<file path="config.mk">
export PLATFORM = sky130hd
export DESIGN_NAME = run_sequencer
export DESIGN_NICKNAME = d
export VERILOG_FILES = /design/src/rtl/run_sequencer.sv
export SDC_FILE = /design/constraint.sdc
export NUM_CORES = 1
export LEC_CHECK = 0
export CORE_ASPECT_RATIO = 0.9
export CORE_MARGIN = 10
export CORE_UTILIZATION = 25
export DETAILED_ROUTE_END_ITERATION = 8
export GPL_TIMING_DRIVEN = 0
export PLACE_DENSITY = 0.45
export REMOVE_ABC_BUFFERS = 1
export SLEW_MARGIN = 10
export SYNTH_ARGS = -nofsm -noshare
export SYNTH_HDL_FRONTEND = slang
export SYNTH_SLANG_ARGS = --single-unit
export TNS_END_PERCENT = 10
</file>
<file path="constraint.sdc">
create_clock -name clk -period 2.87 [get_ports clk]
set_input_delay 0.574 -clock clk [delete_from_list [all_inputs] [get_ports clk]]
set_output_delay 0.574 -clock clk [all_outputs]
set_load 0.005 [all_outputs]
</file>
<file path="src/rtl/run_sequencer.sv">
// Run controller for the 9-bit-instruction core.
// Launches a program on a rising edge of req, gates core state updates while the
// program runs, stops on the decoded halt instruction or the cycle watchdog,
// and reports how many RUN cycles the run took.
module run_sequencer #(
    parameter int unsigned D         = 12,
    parameter int unsigned START     = 0,
    parameter int unsigned CW        = 16,
    parameter int unsigned MAX_CYC   = 4096,
    parameter int unsigned DRAIN_CYC = 2
) (
    input  logic          clk,
    input  logic          reset,
    input  logic          req,
    input  logic          halt,
    output logic          pc_load,
    output logic [D-1:0]  pc_load_val,
    output logic          core_en,
    output logic          busy,
    output logic          done,
    output logic          timeout,
    output logic [CW-1:0] cycle_cnt
);

    typedef enum logic [2:0] {
        StIdle,
        StLaunch,
        StRun,
        StDrain,
        StDone
    } state_e;

    // Watchdog fires on the RUN cycle whose pre-increment count is MAX_CYC-1,
    // so the count reads exactly MAX_CYC once the run has ended.
    localparam bit            WdEn      = (MAX_CYC != 0);
    localparam logic [CW-1:0] WdLast    = CW'(MAX_CYC - 1);
    localparam logic [CW-1:0] CntMax    = {CW{1'b1}};
    localparam logic [3:0]    DrainLoad = 4'(DRAIN_CYC - 1);

    state_e     state_q;
    logic       req_q;
    logic [3:0] drain_cnt_q;

    assign pc_load_val = D'(START);

    // Sequencer: next state and every output are registered together, so no
    // input reaches an output without passing through a flop.
    always_ff @(posedge clk or posedge reset) begin
        if (reset) begin
            state_q     <= StIdle;
            req_q       <= 1'b0;
            drain_cnt_q <= 4'd0;
            pc_load     <= 1'b0;
            core_en     <= 1'b0;
            busy        <= 1'b0;
            done        <= 1'b0;
            timeout     <= 1'b0;
            cycle_cnt   <= '0;
        end else begin
            req_q <= req;
            unique case (state_q)
                StIdle: begin
                    if (req && !req_q) begin
                        state_q   <= StLaunch;
                        pc_load   <= 1'b1;
                        busy      <= 1'b1;
                        cycle_cnt <= '0;
                        timeout   <= 1'b0;
                    end
                end

                // Single cycle for the PC to take the start address; halt is
                // ignored because the decoded instruction is not yet valid.
                StLaunch: begin
                    state_q <= StRun;
                    pc_load <= 1'b0;
                    core_en <= 1'b1;
                end

                StRun: begin
                    if (cycle_cnt != CntMax) begin
                        cycle_cnt <= cycle_cnt + 1'b1;
                    end
                    // Halt takes priority over a watchdog expiring in the same cycle.
                    if (halt) begin
                        state_q     <= StDrain;
                        core_en     <= 1'b0;
                        drain_cnt_q <= DrainLoad;
                    end else if (WdEn && (cycle_cnt == WdLast)) begin
                        state_q <= StDone;
                        core_en <= 1'b0;
                        busy    <= 1'b0;
                        done    <= 1'b1;
                        timeout <= 1'b1;
                    end
                end

                // Lets in-flight core activity settle before reporting done.
                StDrain: begin
                    if (drain_cnt_q == 4'd0) begin
                        state_q <= StDone;
                        busy    <= 1'b0;
                        done    <= 1'b1;
                    end else begin
                        drain_cnt_q <= drain_cnt_q - 4'd1;
                    end
                end

                // Hold the result until the bench drops req; a relaunch then
                // needs a fresh rising edge seen from IDLE.
                StDone: begin
                    if (!req) begin
                        state_q <= StIdle;
                        done    <= 1'b0;
                    end
                end

                default: begin
                    state_q <= StIdle;
                    pc_load <= 1'b0;
                    core_en <= 1'b0;
                    busy    <= 1'b0;
                    done    <= 1'b0;
                end
            endcase
        end
    end

endmodule
</file>
# After elaboration in Yosys (flattened, before gate mapping)
# Index checks and enable logic that the tools add are counted.
dict set report op_classes {
  n_addsub 2
  n_mul 0
  div 0
  magnitude_cmp 0
  eq_ne 15
  shifts 0
  muxes 27
  bitwise 4
  n_reduce_logical 18
}
# operator count
set ops {}
lappend ops {{$mux 16} 2}
lappend ops {{$pmux 16 s2} 1}
lappend ops {{$add 16x1->16 const B} 1}
lappend ops {{$eq 16x12->1 const B} 1}
lappend ops {{$ne 16x16->1 const B} 1}
lappend ops {{$ne 2x2->1 const B} 8}
lappend ops {{$mux 3} 5}
lappend ops {{$pmux 3 s5} 1}
lappend ops {{$mux 1} 10}
lappend ops {{$reduce_and 5->1} 2}
lappend ops {{$mux 4} 2}
lappend ops {{$pmux 1 s4} 2}
lappend ops {{$pmux 4 s2} 1}
lappend ops {{$reduce_and 4->1} 2}
lappend ops {{$eq 3x2->1 const B} 2}
lappend ops {{$reduce_and 3->1} 2}
lappend ops {{$reduce_or 3->1} 2}
lappend ops {{$logic_not 4->1} 1}
lappend ops {{$not 1->1} 4}
lappend ops {{$pmux 1 s2} 2}
lappend ops {{$reduce_and 2->1} 2}
lappend ops {{$reduce_bool 2->1} 2}
lappend ops {{$reduce_or 2->1} 2}
lappend ops {{$sub 4x1->4 const B} 1}
lappend ops {{other kinds (7)} 7}
dict set report totals {
  register_bits 29
  latch_bits 0
  mem_bits_rw 0
  romBits 0
  inputBits 4
  output_inout_bits 33
  wordCells 75
  memories 0
}

# Logic depth before layout (Yosys ltp)
# Gate-level depths: netlist of run 1.
dict set report depth {
  word_depth 4
  mapped_depth 7
  ltp_nobuf 6
}

# Least setup slack after synthesis of run 1
# OpenSTA, ideal clock, no wires.
dict set report synth_path {
  kind {register -> register}
  from {register cycle_cnt[0]}
  to {register cycle_cnt[12]}
  setup_time_ps 78
  t_arrival_ps 1847
  t_required_ps 2792
  path_slack_ps 945
  path_stages_with_launch 7
  n_path_buf 1
  period_less_slack_ps 1925
  path_cell_list {dfrtp_1 > ha_1 > nand2_1 > or4_1 > clkbuf_2 > or4_1 > a21oi_1}
}
dict set report synth_via {
  elab_chain_cells 3
  word_cells_on_any_way 6
  cone_classes {add/sub: 1; eq/ne: 2; mux: 2; reduce/logical: 1}
}
# element line_no
set synth_lines {}
lappend synth_lines {{from (decl)} 22} ;# output logic [CW-1:0] cycle_cnt
lappend synth_lines {{from (signal assigned)} 82} ;# cycle_cnt <= cycle_cnt + 1'b1;
lappend synth_lines {{$add 16x1->16 / $ne 16x16->1 (equally long branches)} {82, 81}}
lappend synth_lines {{$mux 16 / $ne 2x2->1 (equally long branches)} -}
lappend synth_lines {{$pmux 16 s2 / $reduce_and 3->1 (equally long branches)} -}
# Parallel ways exist; a longest one is shown, timed or not. The select of a mux whose other input is x is not followed.
# A chain may end at the register's enable or synchronous reset.

# Worst setup path after layout of run 1
dict set report layout_path {
  from {input req}
  to {register cycle_cnt[10]}
}
dict set report layout_via {
  elab_chain_cells 3
}
# element line_no
set layout_lines {}
lappend layout_lines {{from (decl)} 14} ;# input logic req,
lappend layout_lines {{$logic_and 1x1->1} 63} ;# if (req && !req_q) begin
lappend layout_lines {{$ne 2x2->1 (no source line)} -}
lappend layout_lines {{$reduce_and 3->1 (no source line)} -}
# No other way between the ends.

==> results.txt, run 1 <==
The flow ran to the end, and the final reports show no timing, DRC or antenna violations. The placer congestion estimate was 0.761. In the routed design, unresolved DRC markers number 0.

The aggregate global-route resource usage was 0.0887; the post-cts hold buffer count was 0. The maximum single-stage delay on the critical path works out to 0.66 ns. Counting the buffers created by CTS gives 5. The reg-to-reg critical path startpoint was state_q[0]$_DFFE_PP0P_. The number of buffers added for setup after CTS was 0; the proportion of synthesized flip-flops having asynchronous set or reset was 1.00. Setup violations remaining at the end of the flow were counted as 0.

Worst min-delay path category: flop to flop. STA classifies the critical path endpoint as a flop. The remaining antenna violation count came out at 0. The startpoint identified for the worst hold timing path is done$_DFFE_PP0P_. Setup total negative slack on the finished layout was measured at 0 ns. The cell type with the highest aggregate area in the netlist is sky130_fd_sc_hd__dfrtp_1. Using the TritonRoute via totals, the vias-per-cell ratio works out to 4.89. In the final routed layout, each cell accounts on average for 15.5 um. The count of pins over their slew limit was 0.

The ratio of final minimum period to clock period works out to 0.878. The first global-routing pass estimated 8330 um of wire. Dividing total power by cell area gives a power density of 690 mW/mm^2. The synthesized netlist contains 47 unique library cells. The number of global-route vias before repair is 1532, and the instance count of the mapped netlist is 206. The initial cell density of the core is 0.259, and the clock tree buffer depth is 2. For this run, the post-layout net count is 232. The maximum ir drop on the vdd rail is 0.000197 V, and the post-place setup slack is 0.0835 ns. The run gives 0 as the synthesis warning total. Buffers placed on the I/O ports in this run total 24. The combined area of all synthesized cells was 0.00185 mm^2; the die height was 102 um.

After floorplanning, the core was divided into 29 placement rows. The total clock sinks came out at 29. Summed over all layers, the routed wires come to 4910 um. The post-synthesis sequential element count was 29. The H-tree depth reported by CTS is 2.

The mean instance size in the synthesized netlist was 9.00 um^2; the final worst-path setup slack was 0.349 ns. Traced cell by cell, the critical path runs through clkdlybuf4s50_1 -> nor2b_1 -> o21ai_1 -> a2111oi_0 -> mux2i_1. In this run, the number of DRC markers left after iteration 0 of detailed routing was 66. Of all nets on the critical path, the largest fanout is 8. The logs give 0 for the number of hold-slack violations in the final timing report and 0 for the total global routing overflow. The cell sitting at the root of the clock tree is a sky130_fd_sc_hd__clkbuf_8. Data on the critical path is required at its endpoint by 3.07 ns. Setup repair after global routing left no endpoint under its margin. The number of enable flip-flop cells after synthesis works out to 0. The total of cells resized after clock tree synthesis was 0. The worst slew margin relative to its limit was 0.261; the worst-skew pair later-pin latency was 0.28 ns.

The clock edge transition at the registers on the reported setup and hold paths came out at 0.06 ns. TritonCTS built the clock tree. The die width is 111 um. The run gives 0.0113 mm^2 as the die footprint. Total power after layout: 1.52 mW. For the final database, setup skew stands at 0.00520 ns.

Entering global routing, the biggest net connects 30 pins. For the pin with the worst max-slew slack, the measured transition is 1.10 ns. The count of inserted antenna diode cells was 0.

The predominant post-synthesis flop cell was sky130_fd_sc_hd__dfrtp_1. The run gives 4 as the number of iterations in the first detailed-routing pass. Kind of start point of the critical path: a primary input. The leakage power was 0.854 nW.

The sequential fraction of the synthesis area came out at 0.392. 37 I/O pins were placed. Compared with the post-synthesis result, the final layout area differs by 19.0%. The post-layout utilization of the core is 0.308. The critical path is of the primary input to flop type.

For the worst setup path, the data arrival time is 2.72 ns. The fraction of final layout cells sized beyond drive strength 1 was 0.0622. Counting I/O delays and the setup requirement, the final critical path takes 2.52 ns. Half-perimeter wire length after placement: 3470 um. The logs give 0 for the number of max-cap violations and 1554 for the number of vias in the routed layout. The tools report the maximum frequency from static timing analysis as 397 MHz.

In this run the worst setup path begins at req. The proportion of netlist area held by the largest area contributor is 0.392. By area the synthesized netlist is led by sky130_fd_sc_hd__dfrtp_1, sky130_fd_sc_hd__nand2_1, sky130_fd_sc_hd__buf_4. The tools report the initial antenna violation count as 0. The slowest stage of the critical path is the sky130_fd_sc_hd__a2111oi_0 cell.

After floorplanning, the core was sized to cover 0.00715 mm^2.
## cells in the final DEF (no fill, tap or decap), types with 5 or more instances in the layout
| cell type | Yosys | final |
|---|---|---|
| sky130_fd_sc_hd__dfrtp_1 | 29 | 29 |
| sky130_fd_sc_hd__nand2_1 | 25 | 25 |
| sky130_fd_sc_hd__clkdlybuf4s50_1 | 0 | 24 |
| sky130_fd_sc_hd__o21ai_0 | 12 | 12 |
| sky130_fd_sc_hd__conb_1 | 1 | 12 |
| sky130_fd_sc_hd__a21oi_1 | 9 | 9 |
| sky130_fd_sc_hd__mux2i_1 | 8 | 8 |
| sky130_fd_sc_hd__nor2_1 | 7 | 7 |
| sky130_fd_sc_hd__nand3_1 | 7 | 7 |
| sky130_fd_sc_hd__nand2b_1 | 6 | 6 |
| sky130_fd_sc_hd__or4_1 | 6 | 6 |
| sky130_fd_sc_hd__clkbuf_8 | 0 | 6 |
| sky130_fd_sc_hd__nor3_1 | 5 | 5 |
| sky130_fd_sc_hd__a211oi_1 | 5 | 5 |
## final cells by class
class,count,area [um^2]
fill,748,4940
multi-input combinational,160,1020
sequential,29,726
timing repair buffer,24,240
tap,93,116
clock buffer,7,86.3
inverter,5,18.8
## path summary, 6_finish.rpt
check | endpoint | slack [ns] | cells after the start
max reg2reg | cycle_cnt[10]$_DFFE_PP0P_ | 0.36 | 4
min | done$_DFFE_PP0P_ | 0.49 | 1
min reg2reg | done$_DFFE_PP0P_ | 0.49 | 1
max in group asynchronous | cycle_cnt[13]$_DFFE_PP0P_ | 1.73 | 2
max | cycle_cnt[10]$_DFFE_PP0P_ | 0.35 | 5
min in group asynchronous | cycle_cnt[2]$_DFFE_PP0P_ | 0.71 | 2
## power breakdown
group	leakage (nW)	switching [mW]	internal (mW)	total [mW]
sequential	0.381	0.143	0.495	0.637
clock	0.0443	0.156	0.190	0.346
combinational	0.429	0.292	0.246	0.538
total	0.854	0.590	0.930	1.52
## stage by stage
step	hold WS, ns	instance area, um^2	std cells
after global routing	0.524	2200	318
after CTS	0.498	2200	318
after global placement	0.476	2120	311
after floorplan	0.479	1760	194
final	0.488	2200	318
after detailed placement	0.484	2120	311
## state kept, by name (all words and copies together) (netlist names)
register	count
busy	1
drain_cnt_q	4
state_q	3
timeout	1
req_q	1
core_en	1
cycle_cnt	16
pc_load	1
done	1
## per-layer routing
metal / part of all wire / GRT usage / wire length (um) / vias up
li1: - / - / - / 787
met1: 0.50 / 0.121 / 2440 / 735
met2: 0.44 / 0.126 / 2160 / 28
met3: 0.051 / 0.0284 / 251 / 4
met4: 0.013 / 0.0360 / 63 / 0
met5: 0 / 0 / 0 / -
## critical path, delay by kind of cell
| family | cells | cell delay, ns |
|---|---|---|
| AO/OA/AOI/OAI | 2 | 0.94 |
| AND/OR/NAND/NOR | 1 | 0.40 |
| multiplexers | 1 | 0.25 |
| buffers and inverters | 1 | 0.56 |
## cell usage after synthesis, types with 2 or more instances
library cell                number
sky130_fd_sc_hd__nand2_1        25
sky130_fd_sc_hd__nand3_1         7
sky130_fd_sc_hd__nor4_1          3
sky130_fd_sc_hd__nor3_1          5
sky130_fd_sc_hd__ha_1            3
sky130_fd_sc_hd__or4_1           6
sky130_fd_sc_hd__a211oi_1        5
sky130_fd_sc_hd__o211ai_1        3
sky130_fd_sc_hd__o2111ai_1       3
sky130_fd_sc_hd__dfrtp_1        29
sky130_fd_sc_hd__a31oi_1         2
sky130_fd_sc_hd__xor2_1          2
sky130_fd_sc_hd__o21ai_0        12
sky130_fd_sc_hd__nor3b_1         3
sky130_fd_sc_hd__mux2i_1         8
sky130_fd_sc_hd__o311ai_0        2
sky130_fd_sc_hd__a2111o_1        3
sky130_fd_sc_hd__nor4b_1         2
sky130_fd_sc_hd__and3_1          3
sky130_fd_sc_hd__a21oi_1         9
sky130_fd_sc_hd__inv_1           5
sky130_fd_sc_hd__nor2b_1         4
sky130_fd_sc_hd__o41ai_1         2
sky130_fd_sc_hd__nand4_1         2
sky130_fd_sc_hd__mux2_2          2
sky130_fd_sc_hd__o31ai_1         2
sky130_fd_sc_hd__o2bb2ai_1       2
sky130_fd_sc_hd__nand2b_1        6
sky130_fd_sc_hd__buf_1           2
sky130_fd_sc_hd__nor2_1          7
sky130_fd_sc_hd__o21a_1          2
sky130_fd_sc_hd__clkbuf_1        8
sky130_fd_sc_hd__buf_4          12
sky130_fd_sc_hd__and4_2          2
## cell families (layout without fill, tap and decap cells)
kind of cell               after synthesis  after routing  share of synthesized area
other                                    1             12                    0.00202
buffers and inverters                   28             36                     0.0817
AOI/OAI and AO/OA                       53             53                      0.196
adders and majority gates                3              3                     0.0203
and+or+nand+nor                         80             80                      0.243
DFF                                     29             29                      0.392
muxes                                   10             10                     0.0554
xor gates and xnor gates                 2              2                    0.00945
Note: power is estimated with default switching activity, not from simulation.
==> run 2, diff against run 1 <==
--- a/config.mk
+++ b/config.mk
@@ -7,10 +7,10 @@
 export LEC_CHECK = 0
 export CORE_ASPECT_RATIO = 0.9
 export CORE_MARGIN = 10
-export CORE_UTILIZATION = 25
+export CORE_UTILIZATION = 54
 export DETAILED_ROUTE_END_ITERATION = 8
 export GPL_TIMING_DRIVEN = 0
-export PLACE_DENSITY = 0.45
+export PLACE_DENSITY = 0.83
 export REMOVE_ABC_BUFFERS = 1
 export SLEW_MARGIN = 10
 export SYNTH_ARGS = -nofsm -noshare
==> results.txt, run 2 (synthesis gave the netlist of run 1 again) <==
The largest fanout on the critical path was 14 (+6); the iteration-0 DRC count of the detailed router was 224 (+240%). The post-layout instance count excluding filler cells is 270 (-15%), and the number of hold-slack violations in the final timing report is 0 (unchanged). The run gives 0 (unchanged) as the total global routing overflow. The final clock skew is 0.00546 ns (+0.000264 ns), and the clock tree buffer depth is 2 (unchanged).

The post-layout utilization of the core was 0.648 (+0.340); the worst slew margin relative to its limit was 0.289 (+0.0278). The tools report the number of buffers added for setup after CTS as 0 (unchanged). Tracing the worst setup path back leads to its startpoint at state_q[0]$_DFFE_PP0P_. The internal reg-to-reg setup slack was 0.30 ns (-0.06 ns); the largest net degree at the start of global routing was 30 (unchanged). The most common cell after layout, fill and taps aside is sky130_fd_sc_hd__dfrtp_1. The logs give 0.592 mW (+0.25%) for the power dissipated by switching net loads and 5 (unchanged) for the number of buffers added by the clock tree synthesis step.

The number of max-cap violations was 0 (unchanged). The die width was 81.7 um (-26%). For the total of cells resized after clock tree synthesis, the log shows 0 (unchanged). The cell depth of the worst flop-to-flop path works out to 4 (unchanged). The placer congestion estimate was 0.840 (+10%).

Initial antenna violation count: 0 (unchanged). The capture point of the critical path was cycle_cnt[10]$_DFFE_PP0P_. The number of I/O port buffers was 24 (unchanged).

Setup repair after global routing left no endpoint under its margin. The average wire per cell in the routed design was 15.8 um (+2.6%); the fraction of final layout cells sized beyond drive strength 1 was 0.0664 (+0.00415). For the maximum ir drop on the vdd rail, the log shows 0.000426 V (+120%). The worst-skew pair later-pin latency is 0.29 ns (about the same).

Worst min-delay path category: flop to flop. The run finished with clean final reports. The final routed DRC violation total is 0 (unchanged), and the critical path arrival is 2.78 ns (+0.06 ns).

The library cells used most frequently in the layout, excluding fill and tap cells, are sky130_fd_sc_hd__dfrtp_1, sky130_fd_sc_hd__nand2_1, sky130_fd_sc_hd__clkdlybuf4s50_1, sky130_fd_sc_hd__o21ai_0, sky130_fd_sc_hd__conb_1. The number of top-level pins is 37 (unchanged). The flip-flop count of the largest register after layout was 16 (unchanged).

The combinational cell fraction of total power is 0.347 (-0.007). Master cell of the clock root buffer: sky130_fd_sc_hd__clkbuf_8. The initial cell density of the core came out at 0.557 (+0.298). The half-perimeter wire length after placement came out at 3020 um (-13%). The worst setup path is captured at a flop. The register bank with the most flops is cycle_cnt. For the share of power burned in registers, the log shows 0.411 (-0.008). Switching part of the total power: 0.382 (-0.00596). Maximum single-stage delay on the critical path: 0.75 ns (+0.09 ns). The critical path in this run is classified as flop to flop. The power per unit of standard cell area was 717 mW/mm^2 (+4.0%); the post-layout minimum cycle time was 2.57 ns (+0.0497 ns). The clock edge transition at the registers on the reported setup and hold paths was 0.06 ns (about the same); the clock network power share was 0.242 (+0.015). Number of global-route vias before repair: 1402 (-8.5%). The run gives 20 (-31%) as the placement row count.

Count of inserted antenna diode cells: 0 (unchanged). On the critical path, the stage with the largest delay is an instance of sky130_fd_sc_hd__a2111oi_0. The run gives 0.00333 mm^2 (-53%) as the placeable core area. STA classifies the critical path startpoint as a flop. Maximum frequency from static timing analysis: 389 MHz (-1.9%). In the final layout, the registers with the most flip-flops are cycle_cnt: 16 flops, drain_cnt_q: 4 flops, state_q: 3 flops. The die footprint was 0.00618 mm^2 (-45%); the die height was 75.6 um (-26%).

The average via count per standard cell works out to 5.93 (+21%). The tools report the internal power of the cells as 0.956 mW (+2.8%). The leakage power came out at 0.862 nW (+0.85%). For the total power after layout, the log shows 1.55 mW (+1.8%).

The run gives 232 (unchanged) as the final layout net count. The number of vias in the routed layout was 1601 (+3.0%). The critical path goes through nor2_1 -> o21ai_1 -> a2111oi_0 -> mux2i_1. Remaining antenna violation count: 0 (unchanged). The ratio of final minimum period to clock period came out at 0.896 (+0.0173). The total clock sinks was 29 (unchanged); the final-report setup violation count was 0 (unchanged). The count of pins over their slew limit is 0 (unchanged), and the total detailed-routing wirelength is 4280 um (-13%). The tools report the total negative slack as 0 ns (unchanged). The endpoint identified for the worst register-to-register timing path is cycle_cnt[10]$_DFFE_PP0P_. The transition time at the pin with the least slew margin was 1.06 ns (-0.0381 ns).

Required time reported for the critical path endpoint: 3.08 ns (about the same). Reg-to-reg critical path startpoint: state_q[0]$_DFFE_PP0P_. The post-cts hold buffer count is 0 (unchanged).

Global-route wire length before repair: 7010 um (-16%). The run gives 0.145 (+0.0563) as the aggregate global-route resource usage. The H-tree depth reported by CTS was 2 (unchanged).

TritonCTS built the clock tree. The number of iterations in the first detailed-routing pass came out at 4 (unchanged). The area growth from synthesis to final layout came out at 16.5%. The number of instances in the placed design came out at 262 (-16%).
[run 2: cell count changes in the layout (fill, tap and decap cells not counted)]
cell and delta:
sky130_fd_sc_hd__clkbuf_8 +1, sky130_fd_sc_hd__inv_2 -1, sky130_fd_sc_hd__clkinv_1 +1, sky130_fd_sc_hd__clkinv_2 +1, sky130_fd_sc_hd__clkbuf_1 -1
[run 2: worst min path at each step]
stage	startpoint	end	slack, ns	depth (start not counted)
final	timeout$_DFFE_PP0P_	timeout$_DFFE_PP0P_	0.49	1
after global placement	timeout$_DFFE_PP0P_	timeout$_DFFE_PP0P_	0.48	1
after CTS	timeout$_DFFE_PP0P_	timeout$_DFFE_PP0P_	0.50	1
after floorplan	done$_DFFE_PP0P_	done$_DFFE_PP0P_	0.48	1
after global routing	timeout$_DFFE_PP0P_	timeout$_DFFE_PP0P_	0.51	1
after detailed placement	timeout$_DFFE_PP0P_	timeout$_DFFE_PP0P_	0.48	1
[run 2: power by group through the flow]
stage | logic [mW] | registers [mW] | clock network [mW]
2_1_floorplan | 0.347 | 0.608 | 0
3_3_place_gp | 0.520 | 0.635 | 0
3_5_place_dp | 0.536 | 0.637 | 0
4_1_cts | 0.539 | 0.632 | 0.379
5_1_grt | 0.604 | 0.657 | 0.394
6_report | 0.538 | 0.636 | 0.374
[run 2: per-stage QoR]
| stage | cell area [um^2] | hold WS (ns) | setup slack, ns |
|---|---|---|---|
| floorplan | 1760 | 0.479 | 0.928 |
| global placement | 2060 | 0.477 | 0.180 |
| detailed placement | 2060 | 0.483 | 0.0961 |
| CTS | 2160 | 0.496 | 0.370 |
| global route | 2160 | 0.507 | 0.139 |
| finish | 2160 | 0.489 | 0.299 |
[run 2: final cells by class]
cell class | instances | area [um^2]
Inverter | 5 | 18.8
Sequential cell | 29 | 726
Clock buffer | 7 | 96.3
Fill cell | 279 | 1170
Tap cell | 44 | 55.1
Multi-Input combinational cell | 160 | 1020
Timing Repair Buffer | 24 | 240
Clock inverter | 1 | 5.00
[run 2: worst max-delay path: cells and delay by family (launching register included)]
family / cells / cell delay [ns]
flip-flops: 1 / 0.53
AND/OR/NAND/NOR: 1 / 0.58
multiplexers: 1 / 0.25
AO/OA/AOI/OAI: 2 / 1.13
[run 2: per-layer routing]
metal / up-vias / GRT usage / wire, um
met2: 46 / 0.205 / 1870
met4: 0 / 0.0566 / 79
met1: 756 / 0.196 / 1960
li1: 790 / - / -
met5: - / 0 / 0
met3: 9 / 0.0519 / 374
